**config.mk**
```make
export PLATFORM = sky130hd
export DESIGN_NAME = cache_bus_responder
export DESIGN_NICKNAME = d
export VERILOG_FILES = /design/src/rtl/cache_bus_pkg.sv /design/src/rtl/cache_bus_mem.sv /design/src/rtl/cache_bus_responder.sv
export SDC_FILE = /design/constraint.sdc
export NUM_CORES = 2
export LEC_CHECK = 0
export ABC_CLOCK_PERIOD_IN_PS = 43200
export BUFFER_PORTS_ARGS = -buffer_cell sky130_fd_sc_hd__buf_2
export CAP_MARGIN = 20
export CORE_MARGIN = 2
export CORE_UTILIZATION = 62
export DETAILED_ROUTE_END_ITERATION = 8
export PLACE_DENSITY = 0.8
export SLEW_MARGIN = 30
export SYNTH_ARGS = -nofsm -noshare
export SYNTH_HDL_FRONTEND = slang
export SYNTH_SLANG_ARGS = --single-unit
```
**constraint.sdc**
```tcl
create_clock -name clk -period 43.2 [get_ports clk]
set_clock_uncertainty 0.1 [all_clocks]
set_input_delay 6.48 -clock clk [delete_from_list [all_inputs] [get_ports clk]]
set_output_delay 6.48 -clock clk [all_outputs]
set_load 0.005 [all_outputs]
```
**src/rtl/cache_bus_pkg.sv**
```systemverilog
// Shared encodings for the cache bus responder: bus request/response codes,
// snoop response codes and the responder FSM state set.
package cache_bus_pkg;

    typedef enum logic [1:0] {
        REQ_NONE = 2'b00,
        BUS_RD   = 2'b01,
        BUS_RDX  = 2'b10,
        BUS_UPGR = 2'b11
    } bus_req_e;

    typedef enum logic [1:0] {
        RSP_NONE    = 2'b00,
        DATA_EXCL   = 2'b01,
        DATA_SHARED = 2'b10,
        ACK         = 2'b11
    } bus_rsp_e;

    typedef enum logic [1:0] {
        SNP_NONE   = 2'b00,
        FLUSH      = 2'b01,
        HIT_NODATA = 2'b10,
        MISS       = 2'b11
    } snp_rsp_e;

    localparam logic [2:0] ST_IDLE     = 3'd0;
    localparam logic [2:0] ST_REQ_LAT  = 3'd1;
    localparam logic [2:0] ST_RSP      = 3'd2;
    localparam logic [2:0] ST_REQ_DROP = 3'd3;
    localparam logic [2:0] ST_SNP      = 3'd4;
    localparam logic [2:0] ST_SNP_WAIT = 3'd5;

    typedef enum logic [2:0] {
        S_IDLE     = ST_IDLE,
        S_REQ_LAT  = ST_REQ_LAT,
        S_RSP      = ST_RSP,
        S_REQ_DROP = ST_REQ_DROP,
        S_SNP      = ST_SNP,
        S_SNP_WAIT = ST_SNP_WAIT
    } rsp_state_e;

endpackage

```
**src/rtl/cache_bus_mem.sv**
```systemverilog
// Backing line store for the responder: reset-to-zero array, write-back and
// snoop-flush write lanes sharing one data bus, and a combinational read port.
module cache_bus_mem
    import cache_bus_pkg::*;
#(
    parameter  int LINE_WIDTH = 64,
    parameter  int MEM_DEPTH  = 16,
    localparam int IDX_W      = (MEM_DEPTH > 1) ? $clog2(MEM_DEPTH) : 1
) (
    input  logic                  clk,
    input  logic                  rst,
    input  logic [LINE_WIDTH-1:0] wr_data,
    input  logic                  wb_en,
    input  logic [IDX_W-1:0]      wb_idx,
    input  logic                  flush_en,
    input  logic [IDX_W-1:0]      flush_idx,
    input  logic [IDX_W-1:0]      rd_idx,
    output logic [LINE_WIDTH-1:0] rd_data
);

    logic [LINE_WIDTH-1:0] mem [MEM_DEPTH];

    // Flush is applied last so it wins when both lanes hit the same line.
    always_ff @(posedge clk or posedge rst) begin
        if (rst) begin
            for (int i = 0; i < MEM_DEPTH; i++) begin
                mem[i] <= '0;
            end
        end else begin
            if (wb_en) begin
                mem[wb_idx] <= wr_data;
            end
            if (flush_en) begin
                mem[flush_idx] <= wr_data;
            end
        end
    end

    // A write-back landing on the line being read is forwarded this cycle.
    always_comb begin
        rd_data = mem[rd_idx];
        if (wb_en && (wb_idx == rd_idx)) begin
            rd_data = wr_data;
        end
    end

endmodule

```
**src/rtl/cache_bus_responder.sv**
```systemverilog
// Bus-side agent for a single L1 cache: serves line requests from a backing
// store, absorbs write-backs, and injects snoops from a command port.
//
// state      | meaning
// -----------+---------------------------------------------------------
// IDLE       | no transaction; requests win over snoop commands
// REQ_LAT    | request captured, counting down response latency
// RSP        | response registered onto bus2cac at the end of this cycle
// REQ_DROP   | response sent, waiting for the cache to drop its request
// SNP        | snoop driven to the cache
// SNP_WAIT   | snoop held, waiting for cache response or timeout
module cache_bus_responder
    import cache_bus_pkg::*;
#(
    parameter  int LINE_WIDTH  = 64,
    parameter  int ADDR_WIDTH  = 32,
    parameter  int MEM_DEPTH   = 16,
    parameter  int RSP_LATENCY = 2,
    parameter  int SNP_TIMEOUT = 8,
    localparam int BLK_AW      = ADDR_WIDTH - $clog2(LINE_WIDTH / 8)
) (
    input  logic                  clk,
    input  logic                  rst,
    input  logic [1:0]            cac2bus_bus_req,
    input  logic [1:0]            cac2bus_bus_rsp,
    input  logic [BLK_AW-1:0]     cac2bus_addr,
    input  logic [LINE_WIDTH-1:0] cac2bus_data,
    input  logic                  cac2bus_write_back,
    output logic [1:0]            bus2cac_bus_req,
    output logic [1:0]            bus2cac_bus_rsp,
    output logic [BLK_AW-1:0]     bus2cac_addr,
    output logic [LINE_WIDTH-1:0] bus2cac_data,
    input  logic                  shared_hint,
    input  logic                  snp_valid,
    output logic                  snp_ready,
    input  logic [1:0]            snp_req,
    input  logic [BLK_AW-1:0]     snp_addr,
    output logic                  snp_done,
    output logic [1:0]            snp_rsp,
    output logic                  snp_timeout
);

    localparam int IDX_W = (MEM_DEPTH > 1) ? $clog2(MEM_DEPTH) : 1;
    localparam int LAT_W = (RSP_LATENCY > 1) ? $clog2(RSP_LATENCY) : 1;
    localparam int TO_W  = (SNP_TIMEOUT > 1) ? $clog2(SNP_TIMEOUT) : 1;

    localparam logic [LAT_W-1:0] LAT_LOAD = LAT_W'(RSP_LATENCY - 1);
    localparam logic [TO_W-1:0]  TO_LAST  = TO_W'(SNP_TIMEOUT - 1);

    rsp_state_e            state;
    bus_req_e              req_type;
    logic [BLK_AW-1:0]     req_addr;
    logic                  req_hint;
    logic [LAT_W-1:0]      lat_cnt;
    logic [TO_W-1:0]       wait_cnt;
    logic [IDX_W-1:0]      snp_idx;
    logic                  flush_en;
    logic [LINE_WIDTH-1:0] rd_data;

    assign snp_ready = !rst && (state == S_IDLE) && (cac2bus_bus_req == REQ_NONE);
    assign flush_en  = (state == S_SNP_WAIT) && (snp_rsp_e'(cac2bus_bus_rsp) == FLUSH);

    cache_bus_mem #(
        .LINE_WIDTH (LINE_WIDTH),
        .MEM_DEPTH  (MEM_DEPTH)
    ) u_mem (
        .clk       (clk),
        .rst       (rst),
        .wr_data   (cac2bus_data),
        .wb_en     (cac2bus_write_back),
        .wb_idx    (cac2bus_addr[IDX_W-1:0]),
        .flush_en  (flush_en),
        .flush_idx (snp_idx),
        .rd_idx    (req_addr[IDX_W-1:0]),
        .rd_data   (rd_data)
    );

    always_ff @(posedge clk or posedge rst) begin
        if (rst) begin
            state           <= S_IDLE;
            req_type        <= REQ_NONE;
            req_addr        <= '0;
            req_hint        <= 1'b0;
            lat_cnt         <= '0;
            wait_cnt        <= '0;
            snp_idx         <= '0;
            bus2cac_bus_req <= REQ_NONE;
            bus2cac_bus_rsp <= RSP_NONE;
            bus2cac_addr    <= '0;
            bus2cac_data    <= '0;
            snp_done        <= 1'b0;
            snp_rsp         <= SNP_NONE;
            snp_timeout     <= 1'b0;
        end else begin
            bus2cac_bus_rsp <= RSP_NONE;
            bus2cac_data    <= '0;
            snp_done        <= 1'b0;
            snp_rsp         <= SNP_NONE;
            snp_timeout     <= 1'b0;

            case (state)
                S_IDLE: begin
                    if (cac2bus_bus_req != REQ_NONE) begin
                        req_type <= bus_req_e'(cac2bus_bus_req);
                        req_addr <= cac2bus_addr;
                        req_hint <= shared_hint;
                        lat_cnt  <= LAT_LOAD;
                        state    <= S_REQ_LAT;
                    end else if (snp_valid && (snp_req != REQ_NONE)) begin
                        bus2cac_bus_req <= snp_req;
                        bus2cac_addr    <= snp_addr;
                        snp_idx         <= snp_addr[IDX_W-1:0];
                        state           <= S_SNP;
                    end
                end

                S_REQ_LAT: begin
                    if (lat_cnt == '0) begin
                        state <= S_RSP;
                    end else begin
                        lat_cnt <= lat_cnt - 1'b1;
                    end
                end

                S_RSP: begin
                    bus2cac_addr <= req_addr;
                    case (req_type)
                        BUS_RD: begin
                            bus2cac_bus_rsp <= req_hint ? DATA_SHARED : DATA_EXCL;
                            bus2cac_data    <= rd_data;
                        end
                        BUS_RDX: begin
                            bus2cac_bus_rsp <= DATA_EXCL;
                            bus2cac_data    <= rd_data;
                        end
                        default: begin
                            bus2cac_bus_rsp <= ACK;
                        end
                    endcase
                    state <= S_REQ_DROP;
                end

                // Waiting for the drop keeps a held request from being served twice.
                S_REQ_DROP: begin
                    bus2cac_addr <= '0;
                    if (cac2bus_bus_req == REQ_NONE) begin
                        state <= S_IDLE;
                    end
                end

                S_SNP: begin
                    wait_cnt <= '0;
                    state    <= S_SNP_WAIT;
                end

                S_SNP_WAIT: begin
                    if (cac2bus_bus_rsp != SNP_NONE) begin
                        snp_done        <= 1'b1;
                        snp_rsp         <= cac2bus_bus_rsp;
                        bus2cac_bus_req <= REQ_NONE;
                        bus2cac_addr    <= '0;
                        wait_cnt        <= '0;
                        state           <= S_IDLE;
                    end else if (wait_cnt == TO_LAST) begin
                        snp_done        <= 1'b1;
                        snp_timeout     <= 1'b1;
                        bus2cac_bus_req <= REQ_NONE;
                        bus2cac_addr    <= '0;
                        wait_cnt        <= '0;
                        state           <= S_IDLE;
                    end else begin
                        wait_cnt <= wait_cnt + 1'b1;
                    end
                end

                default: begin
                    state <= S_IDLE;
                end
            endcase
        end
    end

endmodule

```
==> Word level (Yosys, flattened, before mapping) <==
Cells that the tools add are included.
{ "totals": {"input_bits": 133, "register_bits": 1168} }
{ "op_classes": {"mux": 47, "eq_ne": 17, "order_cmp": 5, "n_bitwise": 4, "n_reduce_logical": 24, "add_sub_neg": 2} }
{ "ops": {"columns": ["cell", "count"], "rows": [
  ["bitwise mux 1024 bit", 2],
  ["2-to-1 mux 1024 bit", 2],
  ["demux 64 bit (select 4 bit)", 2],
  ["2-to-1 mux 64 bit", 7],
  ["binary-select mux 64 bit (select 4 bit)", 1],
  ["2-to-1 mux 29 bit", 4],
  ["one-hot mux 29 bit (4 select lines)", 1],
  ["2-to-1 mux 3 bit", 8],
  ["one-hot mux 3 bit (6 select lines)", 1],
  ["2-to-1 mux 2 bit", 8],
  [">= comparator 5 bit (second input constant)", 3],
  ["inverter 4 -> 5 bit", 3],
  ["AND reduction 4 bit", 3],
  ["nonzero test 2 bit", 6],
  ["less-than comparator 5 x 1 -> 1 bit (second input constant)", 2],
  ["equality test 3 bit (second input constant)", 3],
  ["one-hot mux 2 bit (2 select lines)", 2],
  ["logical AND 1 bit", 7],
  ["2-to-1 mux 1 bit", 7],
  ["equality test 3 x 2 -> 1 bit (second input constant)", 2],
  ["!= test 2 bit (second input constant)", 3],
  ["!= test 3 x 1 -> 1 bit (second input constant)", 2],
  ["one-hot mux 3 bit (2 select lines)", 1],
  ["equality test 2 x 1 -> 1 bit (second input constant)", 2],
  ["other kinds (15)", 17]
]} }

==> Depth between registers and ports, before layout <==
{ "logic_depth": {"word_depth": 9, "depth_mapped": 8} }

==> Hierarchy <==
From an unflattened synthesis, not the netlist that was laid out.
{ "hier_totals": {"hier_cells": 3345, "hier_area_um2": 52460.3} }
{ "modules_own_cells": {"columns": ["mod", "cells_per_inst", "seq_area_each_um2", "instances", "area_each_um2"], "rows": [
  ["cache_bus_mem", 2857, 25624.6, 1, 46572.2],
  ["cache_bus_responder", 488, 3603.5, 1, 5888.1]
]} }

==> Least setup slack after synthesis <==
OpenSTA, ideal clock, no wires.
{ "synth_timing": {"kind": "in2out", "start": "in rst", "end": "out snp_ready", "arrival_time_ns": 32.952, "required_time_ns": 36.620, "path_buffers": 0, "stages": 2, "path_slack_ns": 3.668, "cell_sequence": "inv_1 > and3_1"} }
{ "synth_via": {"elab_chain_len": 3} }
{ "synth_lines": {"columns": ["element", "line_no", "rtl"], "rows": [
  ["from (decl)", "cache_bus_responder.sv:23", "input logic rst,"],
  ["zero test 1 bit (no line)", null, null],
  ["logical AND 1 bit (2 in series)", "cache_bus_responder.sv:60", "assign snp_ready = !rst && (state == S_IDLE) && (cac2bus_bus_req == REQ_NONE);"],
  ["to (decl)", "cache_bus_responder.sv:35", "output logic snp_ready,"]
]} }
No other way between the ends.

==> Worst setup path after layout <==
Same ends and word-level chain as after synthesis.

==> summary.txt <==
Timing
  – Final period util: 32.6%
  – Post-route minimum period: 14090 ps
  – Final setup violation count: 0
  – Worst slew margin: 24.4%
  – Final hold vios: 0
  – Fmax: 70.9 MHz
  – Worst-margin pin slew: 1130 ps
  – Fin. max-slew vios: 0
  – Sum Neg Setup Slack: 0 ps
  – Unrepaired setup endpoints after global routing: false

Critical path
  – CP Cell Sequence: buf_2, inv_8, and3_1, buf_2
  – R2R Path Start: state[2]
  – Worst path slowest cell: inv_8
  – Worst Setup Path Type: in -> out
  – Most used cell, CP: buf_2
  – Setup crit end kind: output port
  – CP max FO: 94
  – Path depth of the worst reg2reg path: 6
  – WP buf/inv: 3
  – Startpoint types: input port
  – Worst R2R Setup Slack: 39480 ps
  – R2R Path End: u_mem.mem[357]
  – Max incr delay on CP: 420 ps
  – Required time worst endpoint: 36620 ps
  – Crit path DAT: 7510 ps
  – CP delay by family, top: buffers and inverters

Drt
  – Number of remaining DRC errors: 0
  – Vias per cell: 6.63
  – Wire per inst: 28.0 um
  – Vias: 29841
  – Detail Route Antenna Nets: 0
  – DRT iter0 DRCs: 2391
  – First drt pass iteration count: 5
  – Routed Wire Length: 126000 um

Global route
  – Vias in the first global route: 32826
  – First-pass GRT wire length: 196000 um
  – Total track usage: 29.9%
  – Gr ovfl total: 0
  – Initial antenna violation count: 13
  – Largest net degree at the start of global routing: 190

Floorplan
  – Die Wd: 293 um
  – Initial Util: 62.8%
  – Total core area: 82400 um2
  – Height of the die: 293 um
  – Top Ports: 235
  – Die footprint: 85800 um2
  – FP Rows: 105

CTS
  – CTS tree: built
  – Hold_buf cts: 0
  – Num CTS Buffers: 116
  – Worst-path clk slew: 60 ps
  – Sink Count: 1168
  – H-tree depth: 3
  – CTS resizes: 0
  – Worst-skew pair later-pin latency: 680 ps
  – Max Buffers Root-to-Sink: 3
  – Setup bufs post-CTS: 0
  – CTS root buf: clkbuf_16

Placed design
  – Placed wire-length estimate: 68600 um
  – RD Place Congestion: 0.781
  – Port Buf Inserts: 234

Synth
  – Yosys reg bits: 1168
  – Top cells by area, synth: dfrtp_1, mux2_2, mux4_2, a22oi_1, mux2_4
  – Synth top area share: 56.5%
  – Synth area leader: dfrtp_1
  – Syn_nets: 3347
  – Unique masters post-synth: 48
  – Cell Area, Synth: 51800 um2
  – Fraction of registers with async set/reset: 100%
  – Dominant synthesized flop cell: dfrtp_1
  – Post-Syn Instances: 3210
  – Share of the yosys chip area belonging to registers: 56.5%
  – Yosys warns: 0
  – Average size of a mapped cell: 16.1 um2
  – EDFF count, synth: 0

Worst hold path
  – Worst hold path startpoint: u_mem.mem[461]
  – Worst Hold Class: reg -> reg
  – Hold endpoint: u_mem.mem[461]
  – Hold path cells: 1

Status
  – Outcome: complete, no violations

Pwr
  – Power density cells: 63.9 nW/um2
  – Lkg Pwr: 25.5 nW
  – Worst VDD drop: 0.0000549 V

Final layout
  – Post-Route Utilization: 70.1%
  – Leading cell type in the layout, fill and taps excluded: dfrtp_1
  – Most frequent cells in the layout: dfrtp_1, mux2_2, mux4_2, buf_2, a22oi_1
  – Area delta synth->final: 11.5%
  – # nets final: 3480
  – Share of cells above drive strength 1: 53.0%

Run
  – Max-Cap Viols: 0
## stage by stage
| stage | setup slack (ps) | cell area [um2] | cells | hold slack [ps] | power (mW) |
|---|---|---|---|---|---|
| 6_report | 29110 | 57700 | 4504 | 382 | 3.69 |
| 5_1_grt | 28970 | 57700 | 4503 | 400 | 3.86 |
| 3_3_place_gp | 29130 | 53500 | 4286 | 362 | 2.59 |
| 2_1_floorplan | 3670 | 51800 | 3210 | 352 | 2.37 |
| 3_5_place_dp | 29100 | 53700 | 4292 | 369 | 2.66 |
| 4_1_cts | 29090 | 57600 | 4496 | 381 | 3.70 |
## sequential cells by signal (all words and copies together), names as in the netlist
register         count
u_mem.mem         1024
bus2cac_data        64
bus2cac_addr        29
req_addr            29
snp_idx              4
state                3
wait_cnt             3
bus2cac_bus_req      2
bus2cac_bus_rsp      2
req_type             2
snp_rsp              2
lat_cnt              1
req_hint             1
snp_done             1
snp_timeout          1
## cells in the mapped netlist (2+ instances only)
master    count
a22oi_1     128
nor2b_1       5
and2_1        4
buf_2        98
buf_4         7
o32ai_4       5
nand3_1       6
xor2_1        3
a22o_1       95
or3_1         4
inv_1        11
mux2i_1       2
o21ai_2       2
clkbuf_1    136
mux2_2      991
nand2b_1      3
nand2_1      86
o21a_1        3
a21oi_1       4
mux2_1       34
mux4_2      256
nor3b_1       2
dfrtp_1    1168
ha_1          4
o32a_1        2
mux2_4       60
o21ai_0       6
nor3_1       11
o22ai_2       4
nor2_1        8
buf_1        19
buf_6        24
and3_1        4
## per-layer routing
layer	global-route usage, %	wire [um]	share of wire (%)
met5	0	98	0.078
met1	40.5	51200	41
met2	50.2	63800	51
met4	9.47	3340	2.7
met3	4.99	7510	6.0
## cell type report
class,count,area [um2]
Sequential cell,1168,29200
Fill cell,5136,24600
Multi-Input combinational cell,1746,21200
Clock buffer,164,3380
Timing Repair Buffer,299,1930
Tap cell,1070,1340
Clock inverter,40,551
Inverter,12,52.6
Antenna cell,5,12.5
## worst register-to-register path, delay by kind of cell (launching register included)
kind,cells,cell delay [ps]
AOI/OAI and AO/OA,1,310
muxes,1,440
buffers and inverters,2,1360
DFF,1,610
and+or+nand+nor,2,770
## report_power, final
| group | leakage, nW | internal (mW) | switching (mW) |
|---|---|---|---|
| combinational | 9.14 | 0.612 | 0.500 |
| clock | 1.93 | 0.613 | 0.421 |
| sequential | 14.4 | 1.37 | 0.171 |
## cell families after synthesis
family / synth area share (%)
and+or+nand+nor: 1.23
muxes: 35.2
DFF: 56.5
xor gates and xnor gates: 0.0677
AOI/OAI and AO/OA: 4.15
buffers and inverters: 2.78
adders and majority gates: 0.0967
## worst max-delay path by stage
stage	from	to	slack [ps]	cells past startpoint
after floorplan	rst	snp_ready	3670	2
after global placement	rst	snp_ready	29130	4
after detailed placement	rst	snp_ready	29100	4
after CTS	rst	snp_ready	29090	4
after global routing	rst	snp_ready	28970	4
final	rst	snp_ready	29110	4
No activity file was read; power rests on OpenSTA's default activity.
